File: src/rtl/fdivsqrt_otfc4.sv
// Radix-4 on-the-fly conversion and iteration control for the fdivsqrt unit.
// Takes one signed digit per cycle and keeps the result U and its decrement
// UM = U - 1 ulp, both in plain two's complement. Because of this, no final
// carry-propagate add is needed. It also produces the j1/j2 iteration flags
// used by digit selection.
module fdivsqrt_otfc4 #(
    parameter int unsigned MAXSTEPS = 28,
    parameter int unsigned CW       = $clog2(MAXSTEPS + 1),
    parameter int unsigned UW       = 2 * MAXSTEPS + 2
) (
    input  logic          clk,
    input  logic          reset_n,
    input  logic          start,
    input  logic [CW-1:0] Nsteps,
    input  logic          SqrtE,
    input  logic          flush,
    input  logic [3:0]    udigit,
    output logic          j1,
    output logic          j2,
    output logic          busy,
    output logic          done,
    output logic          err,
    output logic [UW-1:0] U,
    output logic [UW-1:0] UM
);

    typedef enum logic [1:0] {StIdle, StIter, StDone} state_e;

    state_e        state_q, state_d;
    logic [CW-1:0] cnt_q, cnt_d;
    logic [CW-1:0] neff_q, neff_d;
    logic [UW-1:0] u_q, u_d;
    logic [UW-1:0] um_q, um_d;
    logic          err_q, err_d;

    logic [CW-1:0] nsteps_clamped;
    logic          multi_hot;
    logic [3:0]    dsel;

    // Clamp the requested step count to what the result register can hold.
    always_comb begin
        nsteps_clamped = (Nsteps > CW'(MAXSTEPS)) ? CW'(MAXSTEPS) : Nsteps;
    end

    // Detect an illegal digit; such a digit is treated as zero.
    always_comb begin
        multi_hot = (udigit & (udigit - 4'd1)) != 4'd0;
        dsel      = multi_hot ? 4'b0000 : udigit;
    end

    // Next state: sequencing, U/UM conversion, and flush override.
    always_comb begin
        state_d = state_q;
        cnt_d   = cnt_q;
        neff_d  = neff_q;
        u_d     = u_q;
        um_d    = um_q;
        err_d   = err_q;

        unique case (state_q)
            StIdle: begin
                if (start) begin
                    neff_d = nsteps_clamped;
                    err_d  = 1'b0;
                    cnt_d  = '0;
                    // SqrtE only selects the initial value, so it is not stored.
                    // Sqrt starts the root at 1.
                    // Divide starts U at 0, so UM is -1.
                    u_d     = SqrtE ? {{(UW-1){1'b0}}, 1'b1} : '0;
                    um_d    = SqrtE ? '0 : '1;
                    state_d = (nsteps_clamped == '0) ? StDone : StIter;
                end
            end
            StIter: begin
                if (multi_hot) begin
                    err_d = 1'b1;
                end
                unique case (dsel)
                    4'b1000: begin // +2
                        u_d  = {u_q[UW-3:0], 2'b10};
                        um_d = {u_q[UW-3:0], 2'b01};
                    end
                    4'b0100: begin // +1
                        u_d  = {u_q[UW-3:0], 2'b01};
                        um_d = {u_q[UW-3:0], 2'b00};
                    end
                    4'b0010: begin // -1
                        u_d  = {um_q[UW-3:0], 2'b11};
                        um_d = {um_q[UW-3:0], 2'b10};
                    end
                    4'b0001: begin // -2
                        u_d  = {um_q[UW-3:0], 2'b10};
                        um_d = {um_q[UW-3:0], 2'b01};
                    end
                    default: begin // 0 (also used for an illegal digit)
                        u_d  = {u_q[UW-3:0], 2'b00};
                        um_d = {um_q[UW-3:0], 2'b11};
                    end
                endcase
                cnt_d = cnt_q + CW'(1);
                if (cnt_q == neff_q - CW'(1)) begin
                    state_d = StDone;
                end
            end
            StDone: begin
                state_d = StIdle;
            end
            default: begin
                state_d = StIdle;
            end
        endcase

        // Flush beats everything, including a simultaneous start.
        // The sticky error flag is left unchanged.
        if (flush) begin
            state_d = StIdle;
            cnt_d   = '0;
            u_d     = '0;
            um_d    = '0;
        end
    end

    // State registers with synchronous active-low reset.
    always_ff @(posedge clk) begin
        if (!reset_n) begin
            state_q <= StIdle;
            cnt_q   <= '0;
            neff_q  <= '0;
            u_q     <= '0;
            um_q    <= '0;
            err_q   <= 1'b0;
        end else begin
            state_q <= state_d;
            cnt_q   <= cnt_d;
            neff_q  <= neff_d;
            u_q     <= u_d;
            um_q    <= um_d;
            err_q   <= err_d;
        end
    end

    // Outputs are decoded from registered state only.
    always_comb begin
        busy = (state_q == StIter);
        done = (state_q == StDone);
        j1   = busy && (cnt_q == '0);
        j2   = busy && (cnt_q == CW'(1));
        err  = err_q;
        U    = u_q;
        UM   = um_q;
    end

endmodule

File: config.mk
export PLATFORM = sky130hd
export DESIGN_NAME = fdivsqrt_otfc4
export DESIGN_NICKNAME = d
export VERILOG_FILES = /design/src/rtl/fdivsqrt_otfc4.sv
export SDC_FILE = /design/constraint.sdc
export NUM_CORES = 1
export LEC_CHECK = 0
export CAP_MARGIN = 10
export CORE_UTILIZATION = 54
export DETAILED_ROUTE_END_ITERATION = 8
export PLACE_DENSITY = 0.95
export SYNTH_ARGS = -nofsm -noshare
export SYNTH_HDL_FRONTEND = slang
export SYNTH_SLANG_ARGS = --single-unit
File: constraint.sdc
create_clock -name clk -period 5.3 [get_ports clk]
set_clock_uncertainty 0.2 [all_clocks]
set_input_delay 0.53 -clock clk [delete_from_list [all_inputs] [get_ports clk]]
set_output_delay 0.53 -clock clk [all_outputs]
set_load 0.03 [all_outputs]
# After elaboration in Yosys (flattened, before gate mapping)

Index checks and enable logic that the tools add are counted.

Equal/unequal tests: 11
Bitwise operators: 2
Divide/modulo/power cells: 0
Shifts and indexed selects: 0
$lt $le $gt $ge: 1
Reduce and logical (&&, ||, !) cells: 12
Multiply operators: 0
Multiplexer cells: 19
Add/sub/neg operators: 3

Operators with widths:

| cell                                             | count |
|---|---|
| one-hot mux 58 bit (4 select lines)              | 2 |
| one-hot mux 58 bit (2 select lines)              | 2 |
| two-way mux 58 bit                               | 3 |
| zero test 5 bit                                  | 2 |
| two-way mux 5 bit                                | 2 |
| one-hot mux 5 bit (2 select lines)               | 1 |
| two-way mux 2 bit                                | 3 |
| AND reduction 2 bit                              | 3 |
| adder 5 x 1 -> 5 bit, second input constant      | 1 |
| == test 5 x 1 -> 1 bit, second input constant    | 1 |
| == test 5 bit                                    | 1 |
| > comparator 5 bit, second input constant        | 1 |
| subtractor 5 x 1 -> 5 bit, second input constant | 1 |
| bitwise AND 4 bit                                | 1 |
| == test 4 x 1 -> 1 bit, second input constant    | 1 |
| == test 4 x 2 -> 1 bit, second input constant    | 1 |
| == test 4 x 3 -> 1 bit, second input constant    | 1 |
| == test 4 bit, second input constant             | 1 |
| two-way mux 4 bit                                | 1 |
| != test 2 x 1 -> 1 bit, second input constant    | 2 |
| one-hot mux 2 bit (2 select lines)               | 1 |
| nonzero test 4 bit                               | 1 |
| subtractor 4 x 1 -> 4 bit, second input constant | 1 |
| two-way mux 1 bit                                | 3 |
| other kinds (10)                                 | 11 |

Memories kept: 0
Word-level logic and storage cells: 54
Output and inout bits: 121
Bits in writable memories: 0
Memory bits (read-only): 0
Bits in registers: 129
Input bits: 14
Bits in latches: 0

# Depth between registers and ports, before layout

Depth after elaboration: 7
Mapped depth: 8
Depth with buffers taken out: 6

# Worst setup path before layout

No wires, ideal clock.

Path type: input to register
Start: input udigit[3]
End: register um_q[35], in the netlist UM[35]
Cell stages on the path: 7
Path buffers: 3
Arrival: 1529 ps
Path slack: 3431 ps
Cell sequence: buf_2 -> xor2_1 -> and3_1 -> buf_6 -> buf_6 -> a22oi_2 -> a21oi_2

Cells in the longest elaborated chain, start to end: 7
Elaborated cells on any way between the ends: 10
Classes of those cells: add/sub (1); eq/ne (4); mux (3); bitwise (1); reduce/logical (1)

RTL lines:

| what                                           | line | source |
|---|---|---|
| start: declaration                             | 17   | `input logic [3:0] udigit,` |
| subtractor 4 x 1 -> 4 bit                      | 47   | `multi_hot = (udigit & (udigit - 4'd1)) != 4'd0;` |
| bitwise AND 4 bit                              | 47   |  |
| nonzero test 4 bit                             | 47   |  |
| two-way mux 4 bit (*)                          | 48   | `dsel = multi_hot ? 4'b0000 : udigit;` |
| == test 4 x 1 -> 1 bit (tied with other cells) | 78   | `unique case (dsel)` |
| one-hot mux 58 bit (4 select lines) (*)        | 78   |  |
| one-hot mux 58 bit (2 select lines) (*)        | 60   | `unique case (state_q)` |
| end signal: assignment                         | 137  | `um_q <= um_d;` |
| end: declaration                               | 33   | `logic [UW-1:0] um_q, um_d;` |

Mark *: on every way between the ends. The rest lies on a longest branch, timed or not.
A chain may end at the register's enable or synchronous reset.

# Final worst setup path

Start: register state_q[0]
End: output j2

Cells in the longest elaborated chain, start to end: 2

RTL lines:

| what                     | line | source |
|---|---|---|
| start: declaration       | 29   | `state_e state_q, state_d;` |
| start signal: assignment | 126  | `state_q <= StIdle;` |
| start signal: assignment | 133  | `state_q <= state_d;` |
| == test 2 x 1 -> 1 bit   | 144  | `busy = (state_q == StIter);` |
| logical AND 1 bit        | 147  | `j2 = busy && (cnt_q == CW'(1));` |
| end: declaration         | 19   | `output logic j2,` |

No other way between the ends.

==> run metrics <==
status completed; row count 37; pin count of the biggest net entering global routing 58; CP Class reg2out; async set or reset register ratio after synthesis 0; data arrival time of the critical path 2620 ps; WL/cell around 18 um; Worst Hold Class reg2reg; Post-CTS Setup Repair Bufs 0; first-pass GRT wire length ~27000 um; # IOs between 100 and 150; clk slew on worst S/H paths ~60 ps; Area after DPL between 7000 and 8000 sq um; overall routing resource usage 0.300; First-pass DRT Iterations 6; maximum fanout along the worst path 13; CTS root buf clkbuf_8; Slew headroom 0.261; setup tns final 0 ps; met3 usage 0.0606; Max Root-Sink Buffers 2; worst skew pair latency roughly 520 ps; Critical Path Sink Type output port; vias in the first global route roughly 5400; grt met1 use 0.367; leakage power around 2.8 nW; vias after detailed routing roughly 5500; Power Dens Cells 313 nW/um^2; Core Footprint 10400 sq um; share of cells above drive strength 1 0.110; CTS Buf Count 17; Tcrit/Tclk final 0.631; Final ANT Viol Nets 0; Yosys cell types between 40 and 50; effective utilization at floorplan 0.559; Syn Inst Count 640; Post-Syn Nets approximately 660; DRC Markers 0; Die Area around 11000 sq um; Fmax 0.299 GHz; overflow left after global routing 0; post-cts resize count 0; crit start category register; met2 Use GR 0.501; Slew Limit Fails 0; VDD IR max ~0.24 mV; CP required ~4600 ps; die height around 110 um; post-layout min period approximately 3300 ps; Initial DRC Count ~380; FILL cells ~730; CTS H-Tree Depth 4; sequential cell area fraction in the yosys report 0.446; hpwl dp roughly 9900 um; synthesis-to-finish area growth 32.2%; clock sinks between 100 and 150; number of flops mapped to enable cells by yosys 0; Synth Register Bits between 100 and 150; hold-fix buffers at CTS 0; Diodes inserted 0; vias per cell about 6.2; Synth Flop Type dfxtp_1; die width 106 um; Ys Warns 0; hold slack roughly 270 ps; unrepaired setup endpoints after global routing no; GP Congestion 0.824; layout net count 760; Final Setup Violations 0; Final Instance Area 7660 sq um; # port buffers around 130; CTS tree built; number of antenna violations at the first check in global routing 0; Avg Inst Size Synth around 9 sq um; DRT Wirelength between 15000 and 20000 um; mapped cell area between 5000 and 6000 sq um; Synth area leaders dfxtp_1, mux2i_1, o21ai_0, nand2_1, a21oi_1; Top Usage Layer GRT met2; Yosys top cell area share 0.446; Slew @ Worst Pin approximately 1100 ps; Max-Cap Viols 0; area leader, netlist dfxtp_1; Final Hold Viols 0
[kinds of logic (layout without fill, tap and decap cells)]
group | count (synthesis) | after routing | synth area share
simple gates | 128 | 128 | 0.0979
xor+xnor | 10 | 10 | 0.0151
mux | 58 | 58 | 0.100
buf+inv | 62 | 177 | 0.0555
flops | 129 | 129 | 0.446
fa+ha+maj | 4 | 4 | 0.00864
compound gates | 249 | 249 | 0.277
[metrics by stage]
step / utilization / total power, W / worst slack (ps) / instances
after floorplan: - / 0.00121 / 3430 / 640
after global placement: 0.684 / 0.00129 / 2100 / 859
after detailed placement: 0.684 / 0.00130 / 1970 / 859
after CTS: 0.738 / 0.00239 / 1980 / 891
after global routing: 0.738 / 0.00247 / 1810 / 891
final: 0.738 / 0.00239 / 1950 / 891
[sequential cells by signal, indices dropped and copies added, names as in the netlist]
register,cells
U,58
neff_q,5
state_q,2
cnt_q,5
UM,58
err,1
[worst max-delay path, cell delays in order, from the launching register on]
cell             delay [ps]
dfxtp_1                 610
nand2b_1                360
nor4_1                  290
and2_1                  170
clkdlybuf4s50_1         670
[final timing paths]
kind / start / endpoint / slack, ps / cells after the start
min reg2reg: U[57]$_SDFFE_PP0P_ / U[57]$_SDFFE_PP0P_ / 270 / 2
min: U[57]$_SDFFE_PP0P_ / U[57]$_SDFFE_PP0P_ / 270 / 2
max: state_q[0]$_SDFFE_PP0P_ / j2 / 1950 / 4
max reg2reg: state_q[0]$_SDFFE_PP0P_ / UM[44]$_SDFFE_PP0P_ / 2300 / 6
[report_power, final]
group | switching, W | internal (W)
clock | 0.000434 | 0.000678
combinational | 0.000161 | 0.0000944
sequential | 0.0000312 | 0.000995
total | 0.000626 | 0.00177
[metal layers]
layer  part of all wire  up-vias  wire (um)
li1                   -     2513          -
met1               0.40     2678       6490
met2               0.50      291       8120
met3              0.068       46       1100
met4              0.029        0        477
met5                  0        -          0
[cell type report]
class                           count  area, sq um  area share
Clock buffer                       18          428      0.0559
Clock inverter                     14          140      0.0183
Inverter                            5         21.3     0.00278
Multi-Input combinational cell    449         2930       0.382
Sequential cell                   129         2580       0.337
Tap cell                          136          170      0.0222
Timing Repair Buffer              140         1390       0.181
[cell usage in the layout (no fill, tap or decap), drive strengths merged, types with 2 or more instances in the layout]
cell type        n
buf              6
and2             2
mux2i           57
clkbuf          18
clkinv           6
a22oi           44
nand2b           9
or3b             2
ha               4
clkinvlp         5
nor2b            4
clkdlybuf4s50  134
nor3b            2
nor2            15
xor2             5
a21oi           74
nand2           84
and3             2
dfxtp          129
a31oi            2
o21bai           2
bufinv           2
inv              6
nand4            2
o21ai          100
a21boi           4
a221oi          16
xnor2            5
[synth_stat cells (5+ instances only)]
cell type / count
dfxtp_1: 129
o21ai_0: 89
nand2_1: 84
a21oi_1: 58
mux2i_1: 57
a22oi_1: 28
clkbuf_1: 26
buf_2: 18
a21oi_2: 16
a221oi_1: 16
a22oi_2: 16
nor2_1: 14
o21ai_1: 11
buf_4: 9
nand2b_1: 9
xnor2_1: 5
xor2_1: 5
No activity file was read; power rests on OpenSTA's default activity.
